--- config.mk ---
export PLATFORM = sky130hd
export DESIGN_NAME = instruction_fetch
export DESIGN_NICKNAME = d
export VERILOG_FILES = /design/src/rtl/instruction_fetch.sv
export SDC_FILE = /design/constraint.sdc
export NUM_CORES = 1
export LEC_CHECK = 0
export ABC_AREA = 1
export ABC_CLOCK_PERIOD_IN_PS = 1150
export BUFFER_PORTS_ARGS = -buffer_cell sky130_fd_sc_hd__buf_2
export CAP_MARGIN = 20
export CORE_ASPECT_RATIO = 1.2
export CORE_MARGIN = 2
export CORE_UTILIZATION = 40
export DETAILED_ROUTE_END_ITERATION = 10
export MAX_ROUTING_LAYER = met4
export PLACE_DENSITY = 0.62
export SLEW_MARGIN = 20
export SYNTH_ARGS = -nofsm -noshare
export SYNTH_HDL_FRONTEND = slang
export SYNTH_SLANG_ARGS = --single-unit
--- constraint.sdc ---
create_clock -name clk -period 1.15 [get_ports clk]
set_input_delay 0.23 -clock clk [delete_from_list [all_inputs] [get_ports clk]]
set_output_delay 0.23 -clock clk [all_outputs]
set_load 0.02 [all_outputs]
--- src/rtl/instruction_fetch.sv ---
// MIPS fetch unit: PC register, synchronous capture of the combinational imem word, small {pc,instr} FIFO to decode.
// One-cycle fetch-to-head latency; a redirect flushes the FIFO and reloads the PC (word-aligned).
module instruction_fetch #(
   parameter int PC_WIDTH    = 8,
   parameter int INSTR_WIDTH = 32,
   parameter int RESET_PC    = 0,
   parameter int DEPTH       = 2
) (
   input  logic                   clk,
   input  logic                   rst,
   input  logic                   fetch_en,
   output logic [PC_WIDTH-1:0]    imem_pc,
   input  logic [INSTR_WIDTH-1:0] imem_instr,
   input  logic                   redirect_valid,
   input  logic [PC_WIDTH-1:0]    redirect_pc,
   output logic                   out_valid,
   input  logic                   out_ready,
   output logic [INSTR_WIDTH-1:0] out_instr,
   output logic [PC_WIDTH-1:0]    out_pc
);

   localparam int AW = (DEPTH > 1) ? $clog2(DEPTH) : 1;
   localparam int CW = $clog2(DEPTH + 1);

   logic [PC_WIDTH-1:0]    pc_q, pc_d;
   logic [AW-1:0]          rd_ptr_q, rd_ptr_d;
   logic [AW-1:0]          wr_ptr_q, wr_ptr_d;
   logic [CW-1:0]          count_q, count_d;
   logic [PC_WIDTH-1:0]    pc_mem_q    [DEPTH];
   logic [INSTR_WIDTH-1:0] instr_mem_q [DEPTH];
   logic                   pop;
   logic                   push;

   assign pop  = out_valid & out_ready;
   // A pop frees the slot in the same cycle, so a full FIFO still accepts a push.
   assign push = fetch_en & ~redirect_valid & ((count_q < CW'(DEPTH)) | pop);

   assign imem_pc   = pc_q;
   assign out_valid = (count_q != '0);
   assign out_instr = instr_mem_q[rd_ptr_q];
   assign out_pc    = pc_mem_q[rd_ptr_q];

   always_comb begin
      pc_d     = pc_q;
      rd_ptr_d = rd_ptr_q;
      wr_ptr_d = wr_ptr_q;
      count_d  = count_q;
      if (redirect_valid) begin
         pc_d     = redirect_pc & ~PC_WIDTH'(3);
         rd_ptr_d = '0;
         wr_ptr_d = '0;
         count_d  = '0;
      end else begin
         if (push) begin
            pc_d     = pc_q + PC_WIDTH'(4);
            wr_ptr_d = wr_ptr_q + 1'b1;
         end
         if (pop) begin
            rd_ptr_d = rd_ptr_q + 1'b1;
         end
         case ({push, pop})
            2'b10:   count_d = count_q + 1'b1;
            2'b01:   count_d = count_q - 1'b1;
            default: count_d = count_q;
         endcase
      end
   end

   always_ff @(posedge clk or negedge rst) begin
      if (!rst) begin
         pc_q     <= PC_WIDTH'(RESET_PC);
         rd_ptr_q <= '0;
         wr_ptr_q <= '0;
         count_q  <= '0;
      end else begin
         pc_q     <= pc_d;
         rd_ptr_q <= rd_ptr_d;
         wr_ptr_q <= wr_ptr_d;
         count_q  <= count_d;
      end
   end

   always_ff @(posedge clk or negedge rst) begin
      if (!rst) begin
         for (int i = 0; i < DEPTH; i++) begin
            pc_mem_q[i]    <= '0;
            instr_mem_q[i] <= '0;
         end
      end else if (push) begin
         pc_mem_q[wr_ptr_q]    <= imem_pc;
         instr_mem_q[wr_ptr_q] <= imem_instr;
      end
   end

endmodule
==> results of run 1 <==
==> path summary, 6_finish.rpt <==
check                           startpoint  depth (start not counted)  slack (ns)              end
hold reg to reg            instr_mem_q[25]                          2        0.49  instr_mem_q[25]
setup / recovery                  rd_ptr_q                          3       -0.50    out_instr[12]
hold / removal              imem_instr[19]                          3        0.11  instr_mem_q[19]
max in group asynchronous              rst                          3        0.37  instr_mem_q[26]
setup reg to reg                count_q[1]                          9       -0.31      pc_mem_q[2]
min in group asynchronous              rst                          2        0.31  instr_mem_q[45]
==> layout by cell type (no fill, tap or decap), types with 15 or more instances in the layout <==
master   instances
nand2_1         83
dfrtp_1         80
o21ai_2         69
nand2_2         61
buf_2           46
buf_6           46
inv_1           44
buf_4           44
nand2_4         31
o21ai_1         27
o21ai_0         17
buf_12          15
==> worst reg2reg max path: stages (launching register included) <==
cell	delay [ns]
dfrtp_1	0.40
buf_6	0.13
nand2_4	0.07
nand2_8	0.08
buf_12	0.14
nor2_4	0.18
buf_6	0.16
buf_12	0.15
nand2_4	0.06
nand2_2	0.06
==> cell usage after synthesis <==
library cell / n / share of area [%]
o21a_1: 2 / 0.37
nor2_2: 1 / 0.16
nor2_8: 1 / 0.50
o211ai_1: 3 / 0.56
nor2_1: 5 / 0.47
a31oi_1: 1 / 0.16
o21ai_1: 14 / 1.7
inv_2: 2 / 0.19
xnor2_1: 1 / 0.22
o21bai_1: 1 / 0.19
nor2_4: 2 / 0.56
xor2_1: 1 / 0.22
buf_4: 8 / 1.5
nand3_1: 8 / 1.0
nand4_1: 2 / 0.31
buf_6: 7 / 2.0
o21ai_0: 102 / 13
clkbuf_1: 12 / 1.1
a21oi_1: 1 / 0.12
dfrtp_1: 86 / 53
conb_1: 1 / 0.093
clkbuf_2: 1 / 0.12
ha_1: 1 / 0.31
nand2_2: 1 / 0.16
nand2_1: 176 / 16
inv_1: 48 / 4.5
nand2_4: 1 / 0.28
buf_2: 5 / 0.62
==> sequential cells by signal (all words and copies together) (netlist names) <==
| name | flops |
|---|---|
| imem_pc | 6 |
| pc_mem_q | 12 |
| count_q | 2 |
| rd_ptr_q | 1 |
| instr_mem_q | 64 |
| wr_ptr_q | 1 |
==> area by class of cell <==
cell class	instances	share of cell area (%)
clock inverters	4	0.4632
well taps	126	2.335
inverters	50	2.890
clock buffers	12	3.798
multi-input cells	328	33.44
flip-flops and latches	86	32.02
repair buffers	165	25.05
==> power breakdown <==
| group | internal, uW | switching, uW |
|---|---|---|
| clock | 1590 | 1230 |
| combinational | 2900 | 3530 |
| sequential | 4150 | 527 |
==> kinds of logic after synthesis <==
group           count (synthesis)  synth area share [%]
compound gates                124                 15.83
xor+xnor                        2                0.4355
fa+ha+maj                       1                0.3110
buf+inv                        83                 9.984
flops                          86                 53.50
other cells                     1               0.09322
simple gates                  197                 19.84
==> metrics by stage <==
step	setup slack [ns]	std cells	TNS [ns]	hold WS [ns]
2_1_floorplan	-0.008356	497	-0.05014	-0.06559
3_3_place_gp	-0.1438	709	-4.832	0.1446
3_5_place_dp	-0.1493	709	-6.618	0.1404
4_1_cts	-0.4910	775	-36.23	0.09562
5_1_grt	-0.5409	771	-43.66	0.1145
6_report	-0.4953	771	-36.57	0.1089
==> layer usage <==
layer | up-vias | routed length (um)
met5 | - | 0
met4 | 0 | 435
met3 | 34 | 417
met2 | 95 | 6542
met1 | 1883 | 5039
li1 | 1876 | -
==> what timing repair did <==
| item | CTS | global route |
|---|---|---|
| hold endpoints to repair | 16 | 0 |
| gates cloned | 11 | 2 |
| gates resized for setup | 198 | 157 |
| pin swaps | 8 | 7 |
| setup endpoints to repair | 116 | 131 |
| buffers inserted | 41 | 8 |
| hold buffers | 1 | 0 |
==> impl_results.md, run 1 <==
* Outcome: finished with violations
* Violated checks: setup timing
* Clk_skew at roughly 0.0051 ns
* Fmax at 607.8 MHz
* Final Cycle Share at 143.1%
* Crit path max-delay cell type: dfrtp_4
* CTS max path bufs at 2
* PnR Total Power at 13,930 uW
* Initial cell density of the core at about two fifths
* Startpoint Class: flip-flop
* HPWL after detailed placement at 6.581 mm
* Gr busiest metal: met2
* Final Slew Violations at 0
* Multi-input gate area at 2258 um2
* Worst-skew pair later-pin latency at ~0.34 ns
* Utilization after layout at 68.14%
* Leak at 0.003329 uW
* Clock sinks at 86
* Pwr per Cell Area at 2062 nW/um2
* Post-synthesis sequential area ratio at 53.50%
* Clock transition at path regs at 0.07 ns
* Share of cells above drive strength 1 at 57.21%
* Total length of routed wires at around 12 mm
* Grt met3 use at between 2 and 3%
* Filler cells at 748
* Antenna Cells at 0
* Largest net degree at the start of global routing at 38
* Number of distinct library cells after synthesis at 28
* DRC at 0
* Worst Path Required at 0.92 ns
* Worst Path Class, Setup: reg2out
* Yosys warning count at 0
* Total CTS buffers at 9
* Setup violations, final at ~130
* GPL Wtd Cong at 0.8650
* Mapped Area at just over 4000 um2
* Core Area at 9910 um2
* I/O pins at 94
* Met1 Use GR at 28.15%
* Routed Antenna Nets at 0
* Starting DRC count in detailed routing at 152
* Peak supply drop at 0.9977 mV
* Worst Path Max Fanout at 12
* First-pass GRT wire length at 18.61 mm
* Gr usage total at a little under a quarter
* H-tree Lvls at 3
* Initial antenna violation count at 0
* DRT Pass-1 Iters at 5
* Syn Area/Cell at 8.143 um2
* Final worst slack at -0.4953 ns
* CP endpoint kind: output pin
* Via count of the first global-routing pass at 3,833
* Final Cell Area at 6753 um2
* Vias/cell at around 5.0
* MaxCap Viol Count at 0
* WP buf/inv at 2
* Max incr delay on CP at 0.53 ns
* Nets@finish at 686
* GRT overflow at 0
* Synthesis-to-layout area growth at 67.87%
* DP Area at 4947 um2
* Row count at 40
* Hold crit path type: in2reg
* CP Cell Sequence: buf_4, o21ai_2, buf_2
* PortBufs at 87
* FF/Latch Area at 2162 um2
* Family with the most delay on the worst path: flip-flops
* Final min period at approximately 1.6 ns
* Full die area at 10,880 um2
* Final Hold Viols at 0
* RSZ-0062 raised after global routing: true
* Die H at 113.9 um
* Chip Width at 95.55 um
* Synth Instances at roughly 490
* Worst path arrival time at 1.42 ns
* TritonCTS clock tree: built
* Synthesized flop and latch total at 86
* Wirelength per Cell at around 16 um
* CTS root buffer: clkbuf_16
* Vias at 3,888
* Met2 Use GR at approximately two fifths
Note: power is estimated with default switching activity, not from simulation.
==> inputs of run 2 (changes only) <==
ABC_CLOCK_PERIOD_IN_PS = 2050   (was 1150)
PLACE_DENSITY = 0.59   (was 0.62)
clock period = 2.05 ns   (was 1.15 ns; I/O delays follow)
==> run 2 against run 1 <==
Against the previous run:
- the flow now finishes without violations
- critical path depth is the same
- clock skew down 0.0010 ns
- via count fell by 13%
- register-to-register slack improved by 0.82 ns
- highest routed layer unchanged
==> impl_results.md, run 2 (same netlist as run 1, synthesis figures left out) <==
* Worst Path Required at 1.64 ns
* Most common cell after layout, fill and taps aside: nand2_1
* Placed Cells at 687
* Core Area at just under 10,000 um2
* GPL Wtd Cong at 0.8108
* Die H at roughly 110 um
* PnR Total Power at approximately 6300 uW
* H-tree Lvls at 3
* Fmax at 530.7 MHz
* Gr usage total at 18.17%
* Leak at 0.002426 uW
* Nets@finish at 618
* Final Slew Violations at 0
* HPWL after detailed placement at just under 6 mm
* Full die area at 10,880 um2
* Most frequent cells in the layout: 176 x nand2_1, 102 x o21ai_0, 86 x buf_2
* TritonCTS clock tree: built
* Total length of routed wires at 8.996 mm
* CP Cell Sequence: buf_12, o21ai_0, buf_2
* Initial antenna violation count at 0
* Worst r2r src: count_q[1]
* Post-CTS Setup Repair Bufs at 0
* Setup crit end: out_pc[6]
* Final TNS setup at 0 ns
* Synthesis-to-layout area growth at 20.28%
* CTS root buffer: clkbuf_16
* R2R Path End: instr_mem_q[25]
* Start point of the critical path: rd_ptr_q
* MaxCap Viol Count at 0
* Crit path max-delay cell type: dfrtp_2
* Dpl ws at 0.3382 ns
* Worst Path Class, Setup: reg2out
* Antenna Cells at 0
* Final worst slack at 0.1658 ns
* Final Hold Viols at 0
* Setup violations, final at 0
* RSZ-0062 raised after global routing: false
* Max incr delay on CP at 0.42 ns
* Clock sinks at 86
* PortBufs at 87
* Chip Width at between 90 and 100 um
* CTS max path bufs at 2
* DRT Pass-1 Iters at 4
* Worst path arrival time at 1.47 ns
* Initial cell density of the core at 40.59%
* Vias/cell at around 4.8
* Peak supply drop at 0.6290 mV
* Share of cells above drive strength 1 at roughly a fifth
* Top reg by flops: instr_mem_q
* Clk_skew at 0.004129 ns
* R2R depth at 6
* GRT overflow at 0
* Routed Antenna Nets at 0
* Final min period at 1.884 ns
* Outcome: finished, final reports clean
* Worst-skew pair later-pin latency at between 0.3 and 0.4 ns
* Fin cells at 702
* Pwr per Cell Area at 1302 nW/um2
* First-pass GRT wire length at 15.10 mm
* Row count at 40
* I/O pins at 94
* Hold crit path type: in2async
* Startpoint Class: flip-flop
* Filler cells at approximately 1,000
* Worst Path Max Fanout at 54
* CP endpoint kind: output pin
* Wirelength per Cell at about 13 um
* Clock transition at path regs at 0.06 ns
* CTS resizes at 0
* Final Cycle Share at 91.91%
* Total CTS buffers at 9
* Largest net degree at the start of global routing at 87
* Vias at 3,364
* # hold bufs at CTS at 0
* DRC at 0
* Via count of the first global-routing pass at ~3,300
* R2R Setup Slk at 0.51 ns
* Starting DRC count in detailed routing at 189
* Max reg flops at 64
run 2: changes by cell type in the layout (fill, tap and decap cells not counted), moves of 7 or more:
cell     delta
nand2_1    +93
o21ai_0    +85
o21ai_2    -69
nand2_2    -60
buf_6      -46
buf_2      +40
buf_4      -36
nand2_4    -30
o21ai_1    -13
buf_12     -12
buf_16      -7
run 2: worst max-delay path: cells and delay by family, from the launching register on:
family / cells / cell delay, ns
AO/OA/AOI/OAI: 1 / 0.31
buffers and inverters: 2 / 0.41
flip-flops: 1 / 0.42
run 2: cell type report:
class | instances | area (um2) | area share (%)
clock buffer | 12 | 266.5 | 5.508
inverter | 50 | 187.7 | 3.879
timing repair buffer | 97 | 550.5 | 11.38
multi-input combinational | 328 | 1480 | 30.59
sequential | 86 | 2153 | 44.50
clock inverter | 3 | 42.54 | 0.8792
tap | 126 | 157.7 | 3.258
run 2: report_power, final:
| part | switching [uW] | internal, uW | total, uW |
|---|---|---|---|
| logic | 1350 | 684 | 2030 |
| registers | 281 | 2320 | 2600 |
| clock network | 631 | 1030 | 1670 |
run 2: per-layer routing:
| layer | part of all wire, % | GRT usage (%) | routed length (um) |
|---|---|---|---|
| met1 | 44 | 22.06 | 3956 |
| met5 | 0 | - | 0 |
| met2 | 49 | 29.65 | 4435 |
| met4 | 2.4 | 8.000 | 218 |
| met3 | 4.3 | 2.972 | 386 |
run 2: stage by stage:
stage | hold WS [ns] | util (%) | area [um2]
floorplan | 0.1144 | - | 4034
global placement | 0.4625 | 45.71 | 4529
detailed placement | 0.4699 | 45.71 | 4529
CTS | 0.1284 | 48.83 | 4838
global route | 0.1373 | 48.83 | 4838
finish | 0.09803 | 48.83 | 4838
run 2: how the worst min path moves through the flow:
stage | from | endpoint | slack [ns] | cells after the start
floorplan | rst | count_q[0] | 0.11 | 0
CTS | rst | count_q[0] | 0.13 | 2
global route | rst | count_q[0] | 0.14 | 2
global placement | instr_mem_q[10] | instr_mem_q[10] | 0.46 | 2
finish | rst | count_q[0] | 0.1 | 2
detailed placement | pc_mem_q[4] | pc_mem_q[4] | 0.47 | 2
==> inputs of run 3 (changes only) <==
ABC_CLOCK_PERIOD_IN_PS = 2160   (was 2050)
clock period = 2.16 ns   (was 2.05 ns; I/O delays follow)
==> run 3 against run 2 <==
Against the previous run:
- register-to-register slack better by 0.04 ns
- worst setup slack better by 0.074 ns
- largest power group unchanged
- highest routed layer unchanged
- sequential power down 5%
==> impl_results.md, run 3 (same netlist as run 1, synthesis figures left out) <==
* Outcome: finished, final reports clean
* CP Cell Sequence: buf_4, o21ai_0, buf_2
* Worst Path Required at 1.73 ns
* Final TNS setup at 0 ns
* Core Area at 9910 um2
* GPL Wtd Cong at ~0.85
* Largest net degree at the start of global routing at 44
* Worst-skew pair later-pin latency at between 0.3 and 0.4 ns
* Wirelength per Cell at 12.85 um
* Final min period at 1.920 ns
* Worst Path Max Fanout at 24
* Setup violations, final at 0
* Clock sinks at 86
* Worst path arrival time at 1.49 ns
* Final Hold Viols at 0
* Antenna Cells at 0
* Most common cell after layout, fill and taps aside: nand2_1
* Fmax at 520.7 MHz
* Final Cycle Share at between 80% and 90%
* Die H at 113.9 um
* Full die area at 10,880 um2
* Max reg flops at 64
* PortBufs at 87
* Final worst slack at 0.2396 ns
* Hold crit path type: in2reg
* Leak at 0.002448 uW
* DRC at 0
* Crit path max-delay cell type: dfrtp_2
* Most frequent cells in the layout: 176 x nand2_1, 102 x o21ai_0, 86 x buf_2
* I/O pins at 94
* Clock transition at path regs at 0.06 ns
* WP buf/inv at 2
* PnR Total Power at around 6100 uW
* DRT Pass-1 Iters at 4
* CP endpoint kind: output pin
* Min Hold Slack at 0.3211 ns
* CTS max path bufs at 2
* Via count of the first global-routing pass at 3,163
* Post-CTS Setup Repair Bufs at 0
* GRT overflow at 0
* Routed Antenna Nets at 0
* Dpl ws at 0.3728 ns
* Top reg by flops: instr_mem_q
* Total length of routed wires at 9.036 mm
* Gr usage total at 18.14%
* Starting DRC count in detailed routing at 150
* Chip Width at 95.55 um
* Final Slew Violations at 0
* Row count at 40
* Startpoint Class: flip-flop
* Worst Path Class, Setup: reg2out
* # hold bufs at CTS at 1
* Peak supply drop at 0.5655 mV
* Nets@finish at 619
* Total CTS buffers at 9
* Vias at 3,344
* CTS resizes at 0
* Initial cell density of the core at 40.59%
* Clk_skew at 0.003824 ns
* Pwr per Cell Area at roughly 1300 nW/um2
* RSZ-0062 raised after global routing: false
* CTS root buffer: clkbuf_16
* HPWL after detailed placement at 6.109 mm
* TritonCTS clock tree: built
* Max incr delay on CP at 0.42 ns
* Share of cells above drive strength 1 at 20.80%
* Initial antenna violation count at 0
* Synthesis-to-layout area growth at 21.56%
* First-pass GRT wire length at 15.00 mm
* Family with the most delay on the worst path: buffers and inverters
* Vias/cell at 4.757
* MaxCap Viol Count at 0
* H-tree Lvls at 3
==> run 3: cell type report <==
class	count	area (um2)
well taps	126	157.7
flip-flops and latches	86	2153
clock inverters	4	95.09
repair buffers	98	573.1
inverters	50	187.7
multi-input cells	328	1480
clock buffers	11	242.7
fillers	986	5020
==> run 3: worst register-to-register path: cells and delay by family (launching register included) <==
family                 cells  cell delay, ns
DFF                        1            0.41
AOI/OAI and AO/OA          1            0.08
buffers and inverters      2            0.49
and+or+nand+nor            4            0.55
==> run 3: final timing paths <==
path                                      from              end  slack [ns]  cells after the start
worst max register to register      count_q[1]       imem_pc[2]        0.55                      7
worst max-delay path                  rd_ptr_q        out_pc[6]        0.24                      3
worst min-delay path            imem_instr[31]  instr_mem_q[31]        0.32                      3
worst min register to register  instr_mem_q[9]   instr_mem_q[9]        0.48                      2
min in group asynchronous                  rst  instr_mem_q[34]        0.53                      2
max in group asynchronous                  rst  instr_mem_q[47]        1.00                      3
==> run 3: power by group <==
part / internal [uW] / switching (uW) / leakage (uW)
registers: 2200 / 273 / 0.00106
clock network: 1150 / 581 / 0.000166
logic: 651 / 1280 / 0.00122
total: 4010 / 2130 / 0.00245
==> run 3: metrics by stage <==
step | utilization [%] | instance area, um2 | instances
final | 49.34 | 4890 | 703
after global routing | 49.34 | 4890 | 703
after CTS | 49.34 | 4890 | 703
after detailed placement | 45.83 | 4542 | 687
after global placement | 45.83 | 4542 | 687
after floorplan | - | 4034 | 497
==> run 3: metal layers <==
metal  share of wire [%]  vias to the layer above  wire, um  GRT usage [%]
met5                   0                        -         0              -
met4                 1.7                        0       157          7.048
met3                 4.1                       10       373          3.038
met2                  51                       64      4577          30.35
met1                  43                     1562      3927          21.70
li1                    -                     1708         -              -
